==> src/rtl/alu_sequencer_if.sv <==
// Control/status bundle between the ALU sequencer and the split-accumulator datapath.
// The sequencer is the master: it drives the control strobes and samples start/opcode/status.
interface alu_sequencer_if;
  logic       start;
  logic [2:0] opcode;
  logic       alu_lsb;
  logic       cout;
  logic       carry_flag;
  logic       op_add;
  logic       op_sub;
  logic       op_mul;
  logic       op_div;
  logic       op_and;
  logic       acc_in_select;
  logic [1:0] acc_high_select;
  logic [1:0] acc_low_select;
  logic       fill_value;
  logic       acc_high_reset_p;
  logic       rd_en;
  logic       operand_ack;
  logic       busy;
  logic       done;
  logic       err;

  modport master (
    input  start, opcode, alu_lsb, cout, carry_flag,
    output op_add, op_sub, op_mul, op_div, op_and, acc_in_select, acc_high_select,
           acc_low_select, fill_value, acc_high_reset_p, rd_en, operand_ack, busy, done, err
  );

  modport slave (
    output start, opcode, alu_lsb, cout, carry_flag,
    input  op_add, op_sub, op_mul, op_div, op_and, acc_in_select, acc_high_select,
           acc_low_select, fill_value, acc_high_reset_p, rd_en, operand_ack, busy, done, err
  );
endinterface

==> src/rtl/alu_sequencer.sv <==
// Control sequencer for the 4-bit ALU / split accumulator datapath.
// Runs single-step ADD/SUB/AND and multi-cycle shift-add MUL and restoring DIV.
module alu_sequencer #(
  parameter int unsigned ITER = 4
) (
  input logic             clk,
  input logic             reset_p,
  alu_sequencer_if.master ctl
);

  localparam int unsigned CntW = $clog2(ITER + 1);
  localparam logic [CntW-1:0] IterCnt = CntW'(ITER);

  localparam logic [2:0] OpAdd = 3'b000;
  localparam logic [2:0] OpSub = 3'b001;
  localparam logic [2:0] OpAnd = 3'b010;
  localparam logic [2:0] OpMul = 3'b011;
  localparam logic [2:0] OpDiv = 3'b100;

  localparam logic [1:0] SelHold = 2'b00;
  localparam logic [1:0] SelShr  = 2'b01;
  localparam logic [1:0] SelShl  = 2'b10;
  localparam logic [1:0] SelLoad = 2'b11;

  typedef enum logic [3:0] {
    StIdle, StLoad, StExec, StXfer, StClr, StMadd, StMshr, StDshl, StDsub, StDfix, StDone
  } state_e;

  state_e          state_q, state_d;
  logic [CntW-1:0] cnt_q, cnt_d;
  logic [2:0]      op_q, op_d;
  logic            clr_q;
  logic            err_q, err_d;
  logic            legal;

  assign legal = (ctl.opcode <= OpDiv);

  // State, iteration counter, latched opcode and the two registered pulse outputs.
  always_ff @(posedge clk or posedge reset_p) begin
    if (reset_p) begin
      state_q <= StIdle;
      cnt_q   <= '0;
      op_q    <= OpAdd;
      clr_q   <= 1'b0;
      err_q   <= 1'b0;
    end else begin
      state_q <= state_d;
      cnt_q   <= cnt_d;
      op_q    <= op_d;
      // Flop tracks next state so it is high exactly during CLR, free of decode glitches.
      clr_q   <= (state_d == StClr);
      err_q   <= err_d;
    end
  end

  // Next-state, counter and opcode capture.
  always_comb begin
    state_d = state_q;
    cnt_d   = cnt_q;
    op_d    = op_q;
    err_d   = 1'b0;
    unique case (state_q)
      StIdle: begin
        if (ctl.start) begin
          if (legal) begin
            state_d = StLoad;
            op_d    = ctl.opcode;
          end else begin
            err_d = 1'b1;
          end
        end
      end
      StLoad: state_d = ((op_q == OpMul) || (op_q == OpDiv)) ? StXfer : StExec;
      StExec: state_d = StDone;
      StXfer: state_d = StClr;
      StClr: begin
        cnt_d   = '0;
        state_d = (op_q == OpMul) ? StMadd : StDshl;
      end
      StMadd: state_d = StMshr;
      StMshr: begin
        cnt_d   = cnt_q + 1'b1;
        state_d = (cnt_d == IterCnt) ? StDone : StMadd;
      end
      StDshl: state_d = StDsub;
      StDsub: begin
        cnt_d   = cnt_q + 1'b1;
        state_d = (cnt_d == IterCnt) ? StDfix : StDshl;
      end
      StDfix: state_d = StDone;
      StDone: state_d = StIdle;
      default: state_d = StIdle;
    endcase
  end

  // Datapath control decode from the registered state (MADD/DSUB also look at status).
  always_comb begin
    ctl.op_add          = 1'b0;
    ctl.op_sub          = 1'b0;
    ctl.op_mul          = 1'b0;
    ctl.op_div          = 1'b0;
    ctl.op_and          = 1'b0;
    ctl.acc_in_select   = 1'b0;
    ctl.acc_high_select = SelHold;
    ctl.acc_low_select  = SelHold;
    ctl.fill_value      = 1'b0;
    ctl.rd_en           = 1'b0;
    ctl.operand_ack     = 1'b0;
    ctl.done            = 1'b0;
    ctl.busy            = (state_q != StIdle);
    unique case (state_q)
      StLoad: begin
        ctl.acc_in_select   = 1'b1;
        ctl.acc_high_select = SelLoad;
        ctl.operand_ack     = 1'b1;
      end
      StExec: begin
        ctl.op_add          = (op_q == OpAdd);
        ctl.op_sub          = (op_q == OpSub);
        ctl.op_and          = (op_q == OpAnd);
        ctl.acc_high_select = SelLoad;
      end
      StXfer: ctl.acc_low_select = SelLoad;
      StMadd: begin
        ctl.op_mul          = 1'b1;
        ctl.acc_high_select = ctl.alu_lsb ? SelLoad : SelHold;
      end
      StMshr: begin
        ctl.acc_high_select = SelShr;
        ctl.acc_low_select  = SelShr;
        ctl.fill_value      = ctl.carry_flag;
      end
      StDshl: begin
        ctl.acc_high_select = SelShl;
        ctl.acc_low_select  = SelShl;
        // No quotient bit exists yet on the first shift.
        ctl.fill_value      = (cnt_q == '0) ? 1'b0 : ctl.carry_flag;
      end
      StDsub: begin
        ctl.op_div          = 1'b1;
        ctl.acc_high_select = ctl.cout ? SelLoad : SelHold;
      end
      StDfix: begin
        ctl.acc_low_select = SelShl;
        ctl.fill_value     = ctl.carry_flag;
      end
      StDone: begin
        ctl.rd_en = 1'b1;
        ctl.done  = 1'b1;
      end
      default: ;
    endcase
  end

  assign ctl.acc_high_reset_p = clr_q;
  assign ctl.err              = err_q;

endmodule
==> src/flat_wrapper.sv <==
// flat-port wrapper written by rule: the top's interface ports become plain ports
module alu_sequencer_flat 
#(
  parameter int unsigned ITER = 4
)
  (clk, reset_p, ctl_start, ctl_opcode, ctl_alu_lsb, ctl_cout, ctl_carry_flag, ctl_op_add, ctl_op_sub, ctl_op_mul, ctl_op_div, ctl_op_and, ctl_acc_in_select, ctl_acc_high_select, ctl_acc_low_select, ctl_fill_value, ctl_acc_high_reset_p, ctl_rd_en, ctl_operand_ack, ctl_busy, ctl_done, ctl_err);
  alu_sequencer_if ctl_i ();
  input logic clk;
  input logic reset_p;
  input wire logic [$bits(ctl_i.start)-1:0] ctl_start;
  input wire logic [$bits(ctl_i.opcode)-1:0] ctl_opcode;
  input wire logic [$bits(ctl_i.alu_lsb)-1:0] ctl_alu_lsb;
  input wire logic [$bits(ctl_i.cout)-1:0] ctl_cout;
  input wire logic [$bits(ctl_i.carry_flag)-1:0] ctl_carry_flag;
  output wire logic [$bits(ctl_i.op_add)-1:0] ctl_op_add;
  output wire logic [$bits(ctl_i.op_sub)-1:0] ctl_op_sub;
  output wire logic [$bits(ctl_i.op_mul)-1:0] ctl_op_mul;
  output wire logic [$bits(ctl_i.op_div)-1:0] ctl_op_div;
  output wire logic [$bits(ctl_i.op_and)-1:0] ctl_op_and;
  output wire logic [$bits(ctl_i.acc_in_select)-1:0] ctl_acc_in_select;
  output wire logic [$bits(ctl_i.acc_high_select)-1:0] ctl_acc_high_select;
  output wire logic [$bits(ctl_i.acc_low_select)-1:0] ctl_acc_low_select;
  output wire logic [$bits(ctl_i.fill_value)-1:0] ctl_fill_value;
  output wire logic [$bits(ctl_i.acc_high_reset_p)-1:0] ctl_acc_high_reset_p;
  output wire logic [$bits(ctl_i.rd_en)-1:0] ctl_rd_en;
  output wire logic [$bits(ctl_i.operand_ack)-1:0] ctl_operand_ack;
  output wire logic [$bits(ctl_i.busy)-1:0] ctl_busy;
  output wire logic [$bits(ctl_i.done)-1:0] ctl_done;
  output wire logic [$bits(ctl_i.err)-1:0] ctl_err;
  assign ctl_i.start = ctl_start;
  assign ctl_i.opcode = ctl_opcode;
  assign ctl_i.alu_lsb = ctl_alu_lsb;
  assign ctl_i.cout = ctl_cout;
  assign ctl_i.carry_flag = ctl_carry_flag;
  assign ctl_op_add = ctl_i.op_add;
  assign ctl_op_sub = ctl_i.op_sub;
  assign ctl_op_mul = ctl_i.op_mul;
  assign ctl_op_div = ctl_i.op_div;
  assign ctl_op_and = ctl_i.op_and;
  assign ctl_acc_in_select = ctl_i.acc_in_select;
  assign ctl_acc_high_select = ctl_i.acc_high_select;
  assign ctl_acc_low_select = ctl_i.acc_low_select;
  assign ctl_fill_value = ctl_i.fill_value;
  assign ctl_acc_high_reset_p = ctl_i.acc_high_reset_p;
  assign ctl_rd_en = ctl_i.rd_en;
  assign ctl_operand_ack = ctl_i.operand_ack;
  assign ctl_busy = ctl_i.busy;
  assign ctl_done = ctl_i.done;
  assign ctl_err = ctl_i.err;
  alu_sequencer #(.ITER(ITER)) u_core (.clk(clk), .reset_p(reset_p), .ctl(ctl_i));
endmodule
==> config.mk <==
export PLATFORM = sky130hd
export DESIGN_NAME = alu_sequencer_flat
export DESIGN_NICKNAME = d
export VERILOG_FILES = /design/src/rtl/alu_sequencer_if.sv /design/src/rtl/alu_sequencer.sv /design/src/flat_wrapper.sv
export SDC_FILE = /design/constraint.sdc
export NUM_CORES = 1
export LEC_CHECK = 0
export BUFFER_PORTS_ARGS = -buffer_cell sky130_fd_sc_hd__buf_2
export CORE_MARGIN = 5
export CORE_UTILIZATION = 57
export CTS_BUF_LIST = sky130_fd_sc_hd__clkbuf_4
export DETAILED_ROUTE_END_ITERATION = 10
export GPL_TIMING_DRIVEN = 0
export PLACE_DENSITY = 0.86
export SLEW_MARGIN = 0
export SYNTH_ARGS = -nofsm -noshare
export SYNTH_HDL_FRONTEND = slang
export SYNTH_SLANG_ARGS = --single-unit
==> constraint.sdc <==
create_clock -name clk -period 2.95 [get_ports clk]
set_clock_uncertainty 0.15 [all_clocks]
set_input_delay 0.4425 -clock clk [delete_from_list [all_inputs] [get_ports clk]]
set_output_delay 0.4425 -clock clk [all_outputs]
set_load 0.005 [all_outputs]
==> impl_metrics.ini, run 1 <==
[cells_and_area]
n_fill_cell = 126
diodes = 0
final_nets = 145
drive_above_1_share_pct = 34.1
area_growth_pct = 19.4

[route]
drtIter0Drc = 30
drt-met1-wl_um = 854
routed.top_layer = met4
viasPerCell = 6.09
totalWireLength_um = 2190
ant_nets = 0
dr.pass1.iters = 4
wl_per_cell_um = 14.8
dr_wl_met3_um = 123
wl_met2_um = 1180
route.vias.total = 901
drc_errors = 0

[min_path]
hold_path.class = in -> async

[run_status]
status = finished clean

[sta]
worst_slack_ps = 607
slew_viol_final = 0
worstMarginPinSlew_ps = 459
hold_slack_ps = 4.73
min_period_ps = 2340
finalHoldViolCount = 0
grt_setup_unrepaired = false
maxSlewHeadroom_pct = 69.4
fin_crit_sh_pct = 79.4
tns_ps = 0
timing.fmax_mhz = 427
finalSetupViolations = 0

[floorplanning]
io_pins = 26
die_h_um = 49.4
initial_utilization_pct = 59.3
rows = 14
core_area_um2 = 1490
die_w_um = 49.4
dieArea_um2 = 2440

[clocking]
cts_repair_resize_count = 0
cts_made_buffers = 3
clk_pin_slew_ps = 80
cts_root_buffer = clkbuf_4
postCtsSetupBuffers = 0
cts.sinks = 12
clockBufferDepth = 2
clk_latency_ps = 280
cts_hold_buf = 0
cts_tree = done
cts_max_level = 1

[power]
vdd_ir_drop_max_mv = 0.601
p_leak_nw = 0.534
p_per_area_nw_per_um2 = 1070

[yosys]
syn_avg_cell_area_um2 = 8.58
synth_nets = 115
synth_warnings = 0
synth.distinct_cells = 41
synthAdderAreaFrac_pct = 4.25
ys_seq_area_share_pct = 34.0
synth-edff-count = 0
synth_xor_area_share_pct = 0.992
synth_area_leaders = dfrtp_1, ha_1, nor2_1
ys_seq_elements = 12
synth_compound_area_share_pct = 22.1
synth_ff_type = dfrtp_1
synth_top_area_share_pct = 34.0
netlist_area_um2 = 883
async_flop_share_pct = 100
synth_cells = 103
synth_top_family_by_area = simple AND/OR/NAND/NOR gates
synthSimpleGateAreaFrac_pct = 26.2
yosysTopAreaCell = dfrtp_1
muxShareOfSynthArea_pct = 3.82

[grt]
grt_pass1_wl_um = 3640
antenna_found_initial = 0
grt-ovfl-total = 0
grt_pass1_vias = 849
gr-usage-all-layers_pct = 19.0
grt_max_degree = 13

[placed_design]
gp_congestion = 0.879
dp_hpwl_um = 1680
post-place-ws_ps = 917
io_buffers = 25

[flow_run]
maxCapViolations = 0

[worst_setup_path]
crit_start = u_core.state_q[0]
crit_arrival_ps = 1750
crit_type = reg -> out
endpoint_kind = primary output
critPathMaxFanout = 10
reg2reg_from = u_core.cnt_q[0]
critical_path_required_ps = 2360
critical_path.startpoint_type = register
rrSetupSlack_ps = 1040
==> routing by layer <==
layer	GRT usage, %	up-vias
met3	3.67	6
met5	0	-
met1	22.6	444
met4	8.07	0
met2	32.6	24
li1	-	427
==> where the power goes <==
| part | switching (mW) | total [mW] | leakage, nW | internal, mW |
|---|---|---|---|---|
| Combinational | 0.385 | 0.708 | 0.369 | 0.323 |
| Clock | 0.0604 | 0.110 | 0.0154 | 0.0492 |
| Sequential | 0.0746 | 0.310 | 0.150 | 0.235 |
| Total | 0.520 | 1.13 | 0.534 | 0.607 |
==> critical path: stages, from the launching register on <==
cell     delay [ps]
dfrtp_1         390
buf_2           190
or3_4           420
nor4b_1         290
buf_2           170
==> placed cells by master (no fill, tap or decap), types with 3 or more instances in the layout <==
cell	count
inv_1	7
nor2_1	10
mux2_2	3
clkbuf_4	3
nand2b_1	3
nand3_1	3
a21boi_0	3
nand2_1	4
a21oi_1	4
ha_1	3
a21o_1	3
or3_1	3
o21ai_0	5
dfrtp_1	12
buf_2	29
nor3_1	4
==> synth_stat cells, drive strengths merged, types with 3 or more instances <==
cell,count
mux2,3
o21ai,6
nor2,11
dfrtp,12
nand2b,5
nand2,4
a21boi,4
a21oi,4
nand3,3
a21o,3
or3,4
inv,8
ha,3
buf,7
nor3,4
==> layout make-up <==
| type | count | area, µm² | area share (%) |
|---|---|---|---|
| plain buffers | 7 | 46.3 | 4.39 |
| clock buffers | 3 | 22.5 | 2.14 |
| inverters | 8 | 30.0 | 2.85 |
| multi-input cells | 76 | 507 | 48.0 |
| well taps | 16 | 20.0 | 1.90 |
| flip-flops and latches | 12 | 300 | 28.5 |
| repair buffers | 25 | 125 | 11.9 |
| clock inverters | 1 | 3.75 | 0.356 |
==> metrics by stage <==
| stage | std cells | power [mW] | utilization (%) | area [µm²] |
|---|---|---|---|---|
| floorplan | 103 | 0.814 | - | 883 |
| global placement | 144 | 0.981 | 69.1 | 1030 |
| detailed placement | 144 | 1.01 | 69.1 | 1030 |
| CTS | 148 | 1.13 | 70.8 | 1050 |
| global route | 148 | 1.23 | 70.8 | 1050 |
| finish | 148 | 1.13 | 70.8 | 1050 |
==> final timing paths <==
path,cells after the start,end
worst max-delay path,4,ctl_op_sub
worst min-delay path,2,u_core.cnt_q[0]
worst max register to register,5,u_core.state_q[1]
worst min register to register,1,u_core.cnt_q[0]
max in group asynchronous,2,u_core.op_q[0]
min in group clk,2,u_core.op_q[0]
==> cell families after synthesis <==
kind of cell | after synthesis
AOI/OAI and AO/OA | 29
muxes | 3
DFF | 12
adders and majority gates | 3
buffers and inverters | 15
xor gates and xnor gates | 1
and+or+nand+nor | 40
==> state kept, by name (all words and copies together) (netlist names) <==
name,flops
u_core.op_q,3
u_core.ctl.acc_high_reset_p,1
u_core.state_q,4
u_core.ctl.err,1
u_core.cnt_q,3
No activity file was read; power rests on OpenSTA's default activity.
==> run 2, diff against run 1 <==
--- a/config.mk
+++ b/config.mk
@@ -5,13 +5,14 @@
 export SDC_FILE = /design/constraint.sdc
 export NUM_CORES = 1
 export LEC_CHECK = 0
+export ABC_AREA = 1
 export BUFFER_PORTS_ARGS = -buffer_cell sky130_fd_sc_hd__buf_2
 export CORE_MARGIN = 5
-export CORE_UTILIZATION = 57
+export CORE_UTILIZATION = 46
 export CTS_BUF_LIST = sky130_fd_sc_hd__clkbuf_4
 export DETAILED_ROUTE_END_ITERATION = 10
 export GPL_TIMING_DRIVEN = 0
-export PLACE_DENSITY = 0.86
+export PLACE_DENSITY = 0.75
 export SLEW_MARGIN = 0
 export SYNTH_ARGS = -nofsm -noshare
 export SYNTH_HDL_FRONTEND = slang
==> constraint.sdc (replaced) <==
create_clock -name clk -period 1.9 [get_ports clk]
set_clock_uncertainty 0.15 [all_clocks]
set_input_delay 0.285 -clock clk [delete_from_list [all_inputs] [get_ports clk]]
set_output_delay 0.285 -clock clk [all_outputs]
set_load 0.005 [all_outputs]
==> impl_metrics.ini, run 2 <==
[worst_setup_path]
critical_path_required_ps = 1460
endpoint_kind = primary output
crit_start = u_core.state_q[1]
cpLargestDelayFamily = flip-flops
critPathCapture = ctl_acc_high_select[1]
reg2reg_from = u_core.state_q[0]
critical_path.startpoint_type = register
cp.depth = 6
reg2regPathDepth = 6
crit_arrival_ps = 1410
path_cells = inv_1 > nand2_1 > nor2_2 > nor2_1 > nand4_1 > buf_2
reg2reg_to = u_core.op_q[2]
cp_slowest_cell = dfrtp_2
critPathMaxFanout = 7
crit_type = reg -> out
critPathBufInv = 2
rrSetupSlack_ps = 420
cp_slowest_stage_delay_ps = 470

[yosys]
synth_ff_type = dfrtp_1
synth.distinct_cells = 13
yosysTopAreaCell = dfrtp_1
synth_warnings = 0
synth_most_common_cell = nand2_1
syn_avg_cell_area_um2 = 6.46
synth_area_leaders = dfrtp_1, nand2_1, inv_1
synth_cells = 126
ys_seq_elements = 12
ys_seq_area_share_pct = 36.9
netlist_area_um2 = 815
netlist_top_cells_count = nand2_1, inv_1, nor2_1
async_flop_share_pct = 100
synth-edff-count = 0
synth_nets = 138
synth_top_area_share_pct = 36.9

[cells_and_area]
fin_area_um2 = 1090
top_regs = u_core.state_q (4), u_core.cnt_q (3), u_core.op_q (3)
largest_reg_flops = 4
diodes = 0
drive_above_1_share_pct = 33.1
final_nets = 173
largest-register = u_core.state_q
layout_common_cells = nand2_1, buf_2, inv_1
n_fill_cell = 150
final_common_cell = nand2_1
area_growth_pct = 34.3
multi_input_area_um2 = 484
instances_no_fill = 185
regArea_um2 = 304

[clocking]
clk_pin_slew_ps = 80
cts_max_level = 1
clockBufferDepth = 2
cts_tree = done
cts.sinks = 12
cts_made_buffers = 3
clk_latency_ps = 270
cts_root_buffer = clkbuf_4

[power]
p_leak_nw = 0.647
power.share.clock_pct = 10.4
p_per_area_nw_per_um2 = 1400
p_seq_share_pct = 31.8
power_switching_uw = 737
vdd_ir_drop_max_mv = 0.806
combinationalPowerShare_pct = 57.9
p_int_uw = 790
swShare_pct = 48.3

[route]
dr.pass1.iters = 4
totalWireLength_um = 2040
drc_errors = 0
wl_per_cell_um = 11.0
drtIter0Drc = 20
route.vias.total = 908
ant_nets = 0
viasPerCell = 4.91

[floorplanning]
die_h_um = 52.1
die_w_um = 52.1
initial_utilization_pct = 47.7
io_pins = 26
rows = 15
dieArea_um2 = 2710
core_area_um2 = 1710

[grt]
grt_pass1_vias = 833
grt_pass1_wl_um = 3300
grt_max_degree = 13
grt-ovfl-total = 0
antenna_found_initial = 0
gr-usage-all-layers_pct = 16.1

[sta]
fin_crit_sh_pct = 96.9
maxSlewHeadroom_pct = 70.3
timing.fmax_mhz = 543
worstMarginPinSlew_ps = 444
finalSetupViolations = 0
min_period_ps = 1840
slew_viol_final = 0
finalHoldViolCount = 0

[placed_design]
gp_congestion = 0.886
dp_hpwl_um = 1570
io_buffers = 25
dpl_cell_area_um2 = 971
placed_cells = 176

[flow_run]
maxCapViolations = 0

[run_status]
status = finished clean

[min_path]
hold_path.class = in -> reg
## run 2: final cells by class
class / count / area share (%)
buffer: 2 / 1.37
timing repair buffer: 30 / 15.1
clock buffer: 3 / 2.06
clock inverter: 1 / 0.343
tap: 25 / 2.86
multi-input combinational: 94 / 44.3
sequential: 12 / 27.8
inverter: 18 / 6.18
## run 2: worst reg2reg max path, cell delays in order (launching register included)
cell and delay (ps):
dfrtp_1 420, buf_4 160, nor2_2 200, nand3_1 160
nor2_2 180, nand2_1 80, nand2_1 70
## run 2: power by group through the flow
| stage | Clock (mW) | Sequential, mW | Combinational, mW |
|---|---|---|---|
| after floorplan | 0 | 0.441 | 0.516 |
| after detailed placement | 0 | 0.463 | 0.748 |
| after global placement | 0 | 0.458 | 0.723 |
| final | 0.158 | 0.485 | 0.884 |
| after global routing | 0.172 | 0.509 | 0.996 |
| after CTS | 0.163 | 0.461 | 0.760 |
## run 2: logic make-up (layout without fill, tap and decap cells)
family          count (synthesis)  in the layout  share of synthesized area, %
compound gates                  5              5                          3.07
fa+ha+maj                       3              3                          4.61
buf+inv                        20             54                          10.1
flops                          12             12                          36.9
simple gates                   86             86                          45.3
## run 2: per-layer routing
metal | vias up | share of wire (%) | GRT usage (%)
met4 | 0 | 2.7 | 6.55
met1 | 411 | 43 | 19.0
li1 | 464 | - | -
met3 | 8 | 5.8 | 2.87
met2 | 25 | 49 | 28.5
met5 | - | 0 | 0
## run 2: worst min path at each step
stage,cells past startpoint,end,startpoint,slack [ps]
final,3,u_core.op_q[1],ctl_opcode[1],90
after global routing,3,u_core.op_q[1],ctl_opcode[1],90
after CTS,3,u_core.op_q[1],ctl_opcode[1],80
after detailed placement,2,u_core.op_q[1],reset_p,170
after global placement,2,u_core.op_q[2],reset_p,160
after floorplan,1,u_core.cnt_q[0],reset_p,-0.3
## run 2: what timing repair did
action,CTS,global route
hold buffers,1,0
pin swaps,0,2
gates resized for setup,2,17
hold endpoints to repair,12,0
buffers inserted,0,4
endpoints found under the setup margin,3,7
## run 2: metrics by stage
stage	TNS [ps]	power (mW)	utilization [%]	setup slack, ps	hold slack (ps)
final	0	1.53	64.0	59.1	86.2
after global routing	-15.3	1.68	64.0	-7.83	86.0
after CTS	-27.8	1.38	59.3	-27.8	80.9
after detailed placement	0	1.21	56.8	154	169
after global placement	0	1.18	56.8	224	160
after floorplan	0	0.958	-	462	-0.301
